--- config.mk ---
export PLATFORM = sky130hd
export DESIGN_NAME = ahb_switch_in
export DESIGN_NICKNAME = d
export VERILOG_FILES = /design/src/rtl/ahb_switch_in.sv
export SDC_FILE = /design/constraint.sdc
export NUM_CORES = 1
export LEC_CHECK = 0
export ABC_AREA = 1
export BUFFER_PORTS_ARGS = -buffer_cell sky130_fd_sc_hd__buf_4
export CAP_MARGIN = 15
export CORE_MARGIN = 4
export CORE_UTILIZATION = 51
export DETAILED_ROUTE_END_ITERATION = 8
export PLACE_DENSITY = 0.88
export SLEW_MARGIN = 20
export SYNTH_ARGS = -nofsm -noshare
export SYNTH_HDL_FRONTEND = slang
export SYNTH_SLANG_ARGS = --single-unit
--- constraint.sdc ---
create_clock -name clk -period 1.5 [get_ports clk]
set_clock_uncertainty 0.15 [all_clocks]
set_input_delay 0.15 -clock clk [delete_from_list [all_inputs] [get_ports clk]]
set_output_delay 0.15 -clock clk [all_outputs]
set_load 0.1 [all_outputs]
--- src/rtl/ahb_switch_in.sv ---
// AHB-Lite slave for SW[7:0]: 2-flop sync + per-bit debounce, change-latched STATUS (W1C), IE mask, level IRQ.
// Zero wait states: HREADYOUT is constant 1, HRESP is constant OKAY, and read data is valid in the data phase.
module ahb_switch_in #(
   parameter int DB_CYCLES = 16
) (
   input  logic        clk,
   input  logic        RST,
   input  logic [7:0]  SW,
   input  logic        HSEL,
   input  logic [31:0] HADDR,
   input  logic [1:0]  HTRANS,
   input  logic        HWRITE,
   input  logic [2:0]  HSIZE,
   input  logic        HREADY,
   input  logic [31:0] HWDATA,
   output logic        HREADYOUT,
   output logic        HRESP,
   output logic [31:0] HRDATA,
   output logic        IRQ
);

   localparam int CW = $clog2(DB_CYCLES);
   localparam logic [CW-1:0] CNT_MAX = CW'(DB_CYCLES - 1);

   logic [7:0]    sw_s1_q, sw_s1_d;
   logic [7:0]    sw_s_q, sw_s_d;
   logic [7:0]    db_q, db_d;
   logic [CW-1:0] cnt_q [8];
   logic [CW-1:0] cnt_d [8];
   logic [7:0]    ie_q, ie_d;
   logic [7:0]    status_q, status_d;
   logic          wr_en_q, wr_en_d;
   logic          rd_en_q, rd_en_d;
   logic [2:0]    addr_q, addr_d;
   logic [7:0]    chg;
   logic [7:0]    wclr;
   logic          accept;
   logic          unused_ok;

   assign unused_ok = ^{HSIZE, HADDR[31:5], HADDR[1:0], HTRANS[0], HWDATA[31:8]};

   always_comb begin
      sw_s1_d = SW;
      sw_s_d  = sw_s1_q;
      db_d    = db_q;
      for (int i = 0; i < 8; i++) begin
         cnt_d[i] = cnt_q[i];
         // Any return to the debounced level restarts the stability count.
         if (sw_s_q[i] == db_q[i]) begin
            cnt_d[i] = '0;
         end else if (cnt_q[i] == CNT_MAX) begin
            db_d[i]  = sw_s_q[i];
            cnt_d[i] = '0;
         end else begin
            cnt_d[i] = cnt_q[i] + 1'b1;
         end
      end
      chg = db_d ^ db_q;

      ie_d = ie_q;
      wclr = '0;
      if (wr_en_q) begin
         case (addr_q)
            3'd2:    ie_d = HWDATA[7:0];
            3'd3:    wclr = HWDATA[7:0];
            default: ;
         endcase
      end
      // A new change event wins over a same-cycle clear.
      status_d = (status_q & ~wclr) | chg;

      accept  = HSEL & HTRANS[1] & HREADY;
      wr_en_d = accept & HWRITE;
      rd_en_d = accept & ~HWRITE;
      addr_d  = accept ? HADDR[4:2] : addr_q;
   end

   always_ff @(posedge clk) begin
      if (RST) begin
         sw_s1_q  <= '0;
         sw_s_q   <= '0;
         db_q     <= '0;
         ie_q     <= '0;
         status_q <= '0;
         wr_en_q  <= 1'b0;
         rd_en_q  <= 1'b0;
         addr_q   <= '0;
         for (int i = 0; i < 8; i++) cnt_q[i] <= '0;
      end else begin
         sw_s1_q  <= sw_s1_d;
         sw_s_q   <= sw_s_d;
         db_q     <= db_d;
         ie_q     <= ie_d;
         status_q <= status_d;
         wr_en_q  <= wr_en_d;
         rd_en_q  <= rd_en_d;
         addr_q   <= addr_d;
         for (int i = 0; i < 8; i++) cnt_q[i] <= cnt_d[i];
      end
   end

   always_comb begin
      HRDATA = '0;
      if (rd_en_q) begin
         case (addr_q)
            3'd0:    HRDATA = {24'b0, db_q};
            3'd1:    HRDATA = {24'b0, sw_s_q};
            3'd2:    HRDATA = {24'b0, ie_q};
            3'd3:    HRDATA = {24'b0, status_q};
            default: HRDATA = '0;
         endcase
      end
   end

   assign IRQ       = |(status_q & ie_q);
   assign HREADYOUT = 1'b1;
   assign HRESP     = 1'b0;

endmodule

==> results of run 1 <==
-- cells in the final DEF (no fill, tap or decap), types with 8 or more instances in the layout --
cell	count
nor2_4	9
dlygate4sd3_1	20
ha_1	8
nor3_1	9
nand3_2	10
nor2_1	55
o21ai_0	10
inv_1	66
xor2_1	8
buf_12	9
dfxtp_1	73
nand4_1	25
buf_4	37
conb_1	26
a21oi_1	27
clkbuf_8	10
nand2_1	98
nand3_1	32
-- routing by layer --
| layer | vias to the layer above | part of all wire |
|---|---|---|
| met2 | 93 | 0.50 |
| met4 | 0 | 0.026 |
| li1 | 1606 | - |
| met1 | 1423 | 0.42 |
| met3 | 20 | 0.053 |
| met5 | - | 0 |
-- flip-flops by register name, summed over array words and instances (netlist names) --
register and count:
sw_s1_q 8, rd_en_q 1, db_q 8, cnt_q 32, status_q 8, sw_s_q 8
wr_en_q 1, addr_q 3, ie_q 8
-- cells in the mapped netlist (all sizes together) --
master  count
a21oi      27
buf        39
clkbuf      3
conb        2
dfxtp      77
ha          8
inv        69
nand2      98
nand3      43
nand4      25
nor2       67
nor3        9
nor3b       1
o21ai      11
xor2        8
-- worst register-to-register path, cell delays in order, from the launching register on --
cell     delay (ps)
dfxtp_2         380
buf_4           170
nand2_1          70
nor2_2          250
nand2_1         110
nand2_1          80
a21oi_1          70
-- worst max-delay path by stage --
stage / from / to / slack (ps) / cells past startpoint
after floorplan: ie_q[6] / IRQ / -190 / 4
after global placement: addr_q[2] / HRDATA[6] / -30 / 6
after detailed placement: addr_q[2] / HRDATA[2] / -80 / 6
after CTS: addr_q[2] / HRDATA[1] / -360 / 7
after global routing: addr_q[2] / HRDATA[1] / -420 / 7
final: addr_q[2] / HRDATA[1] / -340 / 7
-- cell type report --
cell class | count | area, um2
clock buffer | 10 | 138
clock inverter | 6 | 86.3
fill | 549 | 2330
inverter | 69 | 264
multi-input combinational | 323 | 1640
sequential | 77 | 1550
tap | 96 | 120
timing repair buffer | 67 | 669
-- kinds of logic (layout without fill, tap and decap cells) --
kind of cell / Yosys count / count (layout) / share of synthesized area
AND/OR/NAND/NOR: 243 / 243 / 0.310
buffers and inverters: 111 / 152 / 0.157
flip-flops: 77 / 77 / 0.431
AO/OA/AOI/OAI: 38 / 38 / 0.0531
adder cells (fa/ha/maj): 8 / 8 / 0.0280
XOR/XNOR: 8 / 8 / 0.0196
other: 2 / 26 / 0.00210
-- report_power, final --
part / switching, mW / total (mW) / internal, mW / leakage (nW)
sequential: 0.0258 / 2.10 / 2.08 / 0.626
clock: 0.746 / 1.73 / 0.979 / 0.112
combinational: 0.433 / 0.570 / 0.137 / 1.28
-- stage by stage --
stage               instance area, um2  hold WS [ps]  TNS, ps  worst slack, ps
floorplan                         3730          79.3    -1620             -190
global placement                  3910           178     -108            -26.6
detailed placement                3910           180     -357            -76.9
CTS                               4450          40.6    -2760             -363
global route                      4460          95.8    -3270             -417
finish                            4460          70.3    -2590             -344
-- timing repair --
item | in CTS | in global routing
hold buffers | 20 | 0
setup endpoints to repair | 9 | 23
resized for setup | 31 | 2
pin swaps | 0 | 0
endpoints found under the hold margin | 21 | 0
==> metrics.md, run 1 <==
| Metric | Value |
|---|---|
| Synthesized flop and latch total | `77` |
| Worst r2r path cells | `6` |
| Final hold vios | `0` |
| Syn Area/Cell | `7.35 um2` |
| Residual DRC | `0` |
| Number of global-route vias before repair | `3,034` |
| Crit-path cells | `nor2_4 -> buf_12 -> nand3_1 -> nand2_1 -> nor2_1 -> nor2_4 -> buf_12` |
| WL/cell | `12.1 um` |
| Ant diodes | `0` |
| Post-synth top area share | `0.431` |
| Largest cells by area after synthesis | `dfxtp_1, nand2_1, inv_1, nor2_1, buf_4` |
| Die X | `91.8 um` |
| Post-DRT Antenna Nets | `0` |
| Failing checks | `negative setup slack` |
| Vias after detailed routing | `3,142` |
| Status | `complete, but fails checks` |
| Fin. max-slew vios | `0` |
| Post-Syn Area | `3580 um2` |
| Max clock buf depth | `2` |
| Row count | `30` |
| Maximum vdd drop | `753 uV` |
| Average vias per placed instance | `4.85` |
| Max Cap Viol | `0` |
| Chip height | `91.8 um` |
| Hold path depth | `4` |
| Initial antenna violation count | `0` |
| Required @ worst endpoint | `1200 ps` |
| PortBufs | `33` |
| Nets@finish | `637` |
| Slowest stage delay, CP | `360 ps` |
| Setup ws final | `-344 ps` |
| Pleak | `2.02 nW` |
| Max_slew headroom | `0.641` |
| Unrepaired setup endpoints after global routing | `true` |
| Yosys cell types | `23` |
| Met1 Use GR | `0.224` |
| Hold path endpoint | `db_q[5]` |
| Total GRT Usage | `0.195` |
| Reg2Reg Launch Point | `addr_q[1]` |
| Buf+Inv Stages, Crit Path | `2` |
| Global-route wire length before repair | `13.3 mm` |
| Endpoints failing setup | `9` |
| H-tree depth | `3` |
| Period minus WS final | `1840 ps` |
| Routability congestion estimate | `0.861` |
| Register area share after synthesis | `0.431` |
| Remaining Overflow, GRT | `0` |
| Worst Path Max Fanout | `14` |
| FF-to-FF End | `status_q[5]` |
| Total clock sinks | `77` |
| Ys Warns | `0` |
| Gr busiest metal | `met2` |
| Inst Count DP | `612` |
| Core outline area | `6790 um2` |
| Total setup buffers inserted after CTS | `0` |
| Met3 GRT Util | `0.0476` |
| Critical Path Sink Type | `primary output` |
| Worst Path Arrival | `1540 ps` |
| Initial Utilization | `0.527` |
| Total Wirelength | `7.82 mm` |
| Hold Crit Class | `primary input to flop` |
| Clock Latency Late Sink | `350 ps` |
| Worst-Margin Slew | `537 ps` |
| Power Total | `4.40 mW` |
| # IOs | `117` |
| CP max stage cell | `dfxtp_2` |
| Root Buffer | `clkbuf_8` |
| Detailed Routing Iterations Pass 1 | `7` |
| Hpwl dp | `5.50 mm` |
| Area delta synth->final | `24.7%` |
| Die area | `8420 um2` |
| Fin cells | `648` |
| Post-Syn Instances | `487` |
| Routing usage on met2 | `0.345` |
| CTS tree | `yes` |
| Max Freq | `0.542 GHz` |
| Crit Path Category | `flop to primary output` |
| Period utilization | `1.23` |
| Worst hold start | `RST` |
| Pin count of the biggest net entering global routing | `35` |
| Kind of cell adding the most delay to the critical path | `simple AND/OR/NAND/NOR gates` |
| Fraction of layout cells with a size suffix above 1 | `0.168` |
| Initial drt markers | `201` |
| CTS Buf Count | `9` |
| Util after Layout | `0.657` |
| Top cell type by total area after synthesis | `dfxtp_1` |
| Setup crit start kind | `flop` |
| R2r setup slk | `100 ps` |
| PD cells | `985 nW/um2` |
| Worst-path clk slew | `80 ps` |
Power figures use the tool's default switching activity.
==> run 2, diff against run 1 <==
--- a/config.mk
+++ b/config.mk
@@ -11,5 +11,7 @@
 export CORE_MARGIN = 4
 export CORE_UTILIZATION = 51
+export CTS_CLUSTER_DIAMETER = 150
 export DETAILED_ROUTE_END_ITERATION = 8
+export MAX_ROUTING_LAYER = met4
 export PLACE_DENSITY = 0.88
 export SLEW_MARGIN = 20
==> constraint.sdc (replaced) <==
create_clock -name clk -period 1.5 [get_ports clk]
set_clock_uncertainty 0.15 [all_clocks]
set_input_delay 0.3 -clock clk [delete_from_list [all_inputs] [get_ports clk]]
set_output_delay 0.3 -clock clk [all_outputs]
set_load 0.1 [all_outputs]
==> metrics.md, run 2 (same netlist as run 1, synthesis figures left out) <==
| Metric | Value |
|---|---|
| Endpoints failing setup | `9` |
| Status | `complete, but fails checks` |
| Die X | `91.8 um` |
| Ant diodes | `0` |
| Average vias per placed instance | `4.87` |
| TNS Setup | `-3800 ps` |
| Maximum vdd drop | `772 uV` |
| Worst Path Max Fanout | `14` |
| Commonest non-fill, non-tap cell in the layout | `nand2_1` |
| Max clock buf depth | `2` |
| CP max stage cell | `dfxtp_2` |
| Worst Path Arrival | `1500 ps` |
| Hpwl dp | `5.41 mm` |
| Hold Crit Class | `primary input to flop` |
| Crit Path Category | `flop to primary output` |
| Total GRT Usage | `0.199` |
| Residual DRC | `0` |
| Root Buffer | `clkbuf_8` |
| Total clock sinks | `77` |
| Max reg flops | `32` |
| Initial antenna violation count | `0` |
| Max Freq | `0.512 GHz` |
| Unrepaired setup endpoints after global routing | `true` |
| Clock Latency Late Sink | `360 ps` |
| Critical Path Sink Type | `primary output` |
| Routability congestion estimate | `0.822` |
| Top reg by flops | `cnt_q` |
| # IOs | `117` |
| Setup crit start kind | `flop` |
| Core outline area | `6790 um2` |
| Worst-Margin Slew | `544 ps` |
| Nets@finish | `625` |
| Period minus WS final | `1950 ps` |
| PD cells | `1010 nW/um2` |
| Area delta synth->final | `22.5%` |
| Total Wirelength | `7.52 mm` |
| Initial Utilization | `0.527` |
| Pleak | `1.99 nW` |
| DP Area | `3960 um2` |
| Period utilization | `1.30` |
| Failing checks | `negative setup slack` |
| Die area | `8420 um2` |
| Slowest stage delay, CP | `400 ps` |
| Row count | `30` |
| Max_slew headroom | `0.637` |
| WL/cell | `11.8 um` |
| Fin. max-slew vios | `0` |
| Detailed Routing Iterations Pass 1 | `4` |
| Vias after detailed routing | `3,097` |
| Most frequent cells in the layout | `nand2_1, dfxtp_1, inv_1` |
| Total setup buffers inserted after CTS | `0` |
| Crit-path cells | `nor2_4 -> buf_12 -> nand3_1 -> nand2_1 -> nor2_1 -> nor2_4 -> buf_12` |
| Max Cap Viol | `0` |
| Post-DRT Antenna Nets | `0` |
| Chip height | `91.8 um` |
| H-tree depth | `3` |
| Pin count of the biggest net entering global routing | `35` |
| Required @ worst endpoint | `1050 ps` |
| Remaining Overflow, GRT | `0` |
| Design area | `4380 um2` |
| Fraction of layout cells with a size suffix above 1 | `0.174` |
| Setup ws final | `-455 ps` |
| Power Total | `4.41 mW` |
| Initial drt markers | `151` |
| CTS Buf Count | `9` |
| Number of global-route vias before repair | `3,014` |
| Worst-path clk slew | `70 ps` |
| Final hold vios | `0` |
| CTS tree | `yes` |
| Global-route wire length before repair | `13.1 mm` |
| PortBufs | `33` |
run 2: cell count changes in the layout (fill, tap and decap cells not counted):
cell | previous run | this run
inv_2 | 1 | 2
dlygate4sd3_1 | 20 | 7
inv_4 | 2 | 1
buf_4 | 37 | 35
clkinvlp_4 | 1 | 0
clkbuf_8 | 10 | 11
nor2_4 | 9 | 10
nor2_1 | 55 | 54
clkinv_4 | 1 | 0
buf_12 | 9 | 12
clkbuf_1 | 0 | 1
run 2: where the power goes:
part           switching, mW  leakage (nW)  internal [mW]  total [mW]
clock                  0.736         0.116           1.02        1.76
combinational          0.427          1.24          0.123       0.550
sequential            0.0261         0.626           2.08        2.10
total                   1.19          1.99           3.22        4.41
run 2: worst max-delay path, delay by kind of cell, from the launching register on:
family | cells | cell delay (ps)
flip-flops | 1 | 400
buffers and inverters | 2 | 310
AND/OR/NAND/NOR | 5 | 430
run 2: layout make-up:
cell class              instances  area, um2
clock buffers                  12        155
clock inverters                 4       70.1
fillers                       532       2410
inverters                      69        262
multi-input cells             323       1650
flip-flops and latches         77       1550
well taps                      96        120
repair buffers                 55        584
run 2: stage by stage:
step	cells	util	hold WS (ps)	worst slack [ps]
2_1_floorplan	511	-	229	-340
3_3_place_gp	613	0.583	242	-173
3_5_place_dp	613	0.583	243	-217
4_1_cts	636	0.643	3.25	-487
5_1_grt	636	0.645	8.04	-579
6_report	636	0.645	8.09	-455
run 2: path summary, 6_finish.rpt:
check | from | slack [ps] | end | cells after the start
max reg2reg | addr_q[2] | 140 | ie_q[3] | 6
max | addr_q[2] | -450 | HRDATA[2] | 7
min reg2reg | sw_s1_q[7] | 250 | sw_s_q[7] | 2
min | SW[5] | 8 | sw_s1_q[5] | 3
run 2: per-layer routing:
metal	part of all wire	wire, um	global-route usage
met1	0.42	3130	0.221
met2	0.49	3720	0.332
met3	0.063	477	0.0492
met4	0.026	199	0.104
met5	0	0	-
run 2: timing repair:
action,4_1_cts,5_1_grt
gates resized for setup,32,2
pin swaps,0,1
endpoints found under the setup margin,9,19
hold endpoints to repair,7,0
hold buffers,7,0
==> run 3, diff against run 2 <==
CORE_MARGIN = default   (was 4)
clock period = 2.1 ns   (was 1.5 ns; I/O delays follow)
==> metrics.md, run 3 (same netlist as run 1, synthesis figures left out) <==
| Metric | Value |
|---|---|
| Status | `complete, but fails checks` |
| Failing checks | `design-rule violations, negative setup slack` |
| Global-route wire length before repair | `12.5 mm` |
| # IOs | `117` |
| Worst-Margin Slew | `731 ps` |
| Pin count of the biggest net entering global routing | `36` |
| Number of global-route vias before repair | `2,900` |
| Period minus WS final | `2270 ps` |
| PD cells | `701 nW/um2` |
| Period utilization | `1.08` |
| Routability congestion estimate | `0.843` |
| Worst Path Arrival | `1700 ps` |
| Max reg flops | `32` |
| Commonest non-fill, non-tap cell in the layout | `nand2_1` |
| Ant diodes | `0` |
| Most frequent cells in the layout | `nand2_1, dfxtp_1, inv_1` |
| Max clock buf depth | `2` |
| Total Wirelength | `8.02 mm` |
| Die area | `7360 um2` |
| CTS Buf Count | `9` |
| DP Area | `3840 um2` |
| Worst r2r path cells | `6` |
| Clock Latency Late Sink | `360 ps` |
| Average vias per placed instance | `5.14` |
| Row count | `30` |
| Fraction of layout cells with a size suffix above 1 | `0.208` |
| Nets@finish | `614` |
| Endpoints failing setup | `8` |
| Hold path endpoint | `rd_en_q` |
| Final hold vios | `0` |
| Worst-path clk slew | `80 ps` |
| Hold path depth | `2` |
| Top reg by flops | `cnt_q` |
| Critical Path Sink Type | `primary output` |
| Post-DRT Antenna Nets | `0` |
| Worst hold start | `HWRITE` |
| CTS tree | `yes` |
| H-tree depth | `3` |
| Chip height | `85.8 um` |
| Hold Crit Class | `primary input to flop` |
| Setup crit start kind | `flop` |
| Worst Path Max Fanout | `6` |
| Initial Utilization | `0.527` |
| Reg2Reg Launch Point | `addr_q[1]` |
| Fin. max-slew vios | `0` |
| Crit Path Category | `flop to primary output` |
| TNS Setup | `-890 ps` |
| Required @ worst endpoint | `1530 ps` |
| Unrepaired setup endpoints after global routing | `true` |
| Maximum vdd drop | `410 uV` |
| Die X | `85.8 um` |
| Vias after detailed routing | `3,212` |
| Max Freq | `0.441 GHz` |
| WL/cell | `12.8 um` |
| Total GRT Usage | `0.223` |
| Initial drt markers | `257` |
| Hpwl dp | `4.98 mm` |
| FF-to-FF End | `status_q[6]` |
| Pleak | `1.94 nW` |
| Initial antenna violation count | `0` |
| R2r setup slk | `590 ps` |
| Dpl ws | `189 ps` |
| Hold Buf Count CTS | `0` |
| Area delta synth->final | `21.8%` |
| Core outline area | `6790 um2` |
| Max_slew headroom | `0.512` |
| Remaining Overflow, GRT | `0` |
| Setup ws final | `-165 ps` |
| Detailed Routing Iterations Pass 1 | `7` |
| Max Cap Viol | `0` |
| Design area | `4360 um2` |
| Total clock sinks | `77` |
| PortBufs | `33` |
| Residual DRC | `1` |
| Root Buffer | `clkbuf_8` |
-- run 3: cell types whose count changed in the layout (fill, tap and decap cells not counted), sizes merged --
cell	change
bufinv	-1
dlygate4sd3	-7
clkbuf	+2
buf	-5
-- run 3: metrics by stage --
step / power (mW) / hold slack [ps] / utilization / std cells
2_1_floorplan: 1.87 / 238 / - / 511
3_3_place_gp: 1.89 / 246 / 0.565 / 602
3_5_place_dp: 1.89 / 245 / 0.565 / 602
4_1_cts: 3.03 / 70.4 / 0.622 / 621
5_1_grt: 3.14 / 76.7 / 0.642 / 625
6_report: 3.06 / 72.1 / 0.642 / 625
-- run 3: critical path, cell delays in order, from the launching register on --
cell and delay (ps):
dfxtp_4 370, nor2_4 130, buf_6 140, clkbuf_16 150, nand3_1 80, nand2_1 110
nor2_2 60, nor2_4 90, buf_12 180
-- run 3: metal layers --
layer,wire (um),vias to the layer above,global-route usage,share of wire
li1,-,1561,-,-
met1,3270,1464,0.253,0.41
met2,3930,153,0.377,0.49
met3,511,34,0.0404,0.064
met4,304,0,0.115,0.038
met5,0,-,-,0
-- run 3: worst max-delay path by stage --
stage,start,end,depth (start not counted)
after floorplan,ie_q[6],IRQ,4
after CTS,addr_q[0],HRDATA[6],8
after global routing,addr_q[2],HRDATA[1],8
final,addr_q[2],HRDATA[1],8
after detailed placement,addr_q[2],HRDATA[6],7
after global placement,addr_q[2],HRDATA[6],7
-- run 3: timing repair --
action / CTS / global route
pin swaps: 5 / 5
buffers inserted: 2 / 3
setup endpoints to repair: 8 / 8
gates cloned: 1 / 1
gates resized for setup: 40 / 27
-- run 3: final cells by class --
type                       count  area (um2)
sequential                    77        1550
fill                         519        2430
inverter                      69         267
clock buffer                  13         159
tap                           96         120
timing repair buffer          44         513
clock inverter                 3        43.8
multi-input combinational    323        1710
-- run 3: report_power, final --
group          internal, mW  total (mW)  leakage (nW)  switching, mW
combinational        0.0954       0.409          1.21          0.313
clock                 0.615        1.15         0.104          0.533
sequential             1.48        1.50         0.626         0.0189
total                  2.19        3.06          1.94          0.865
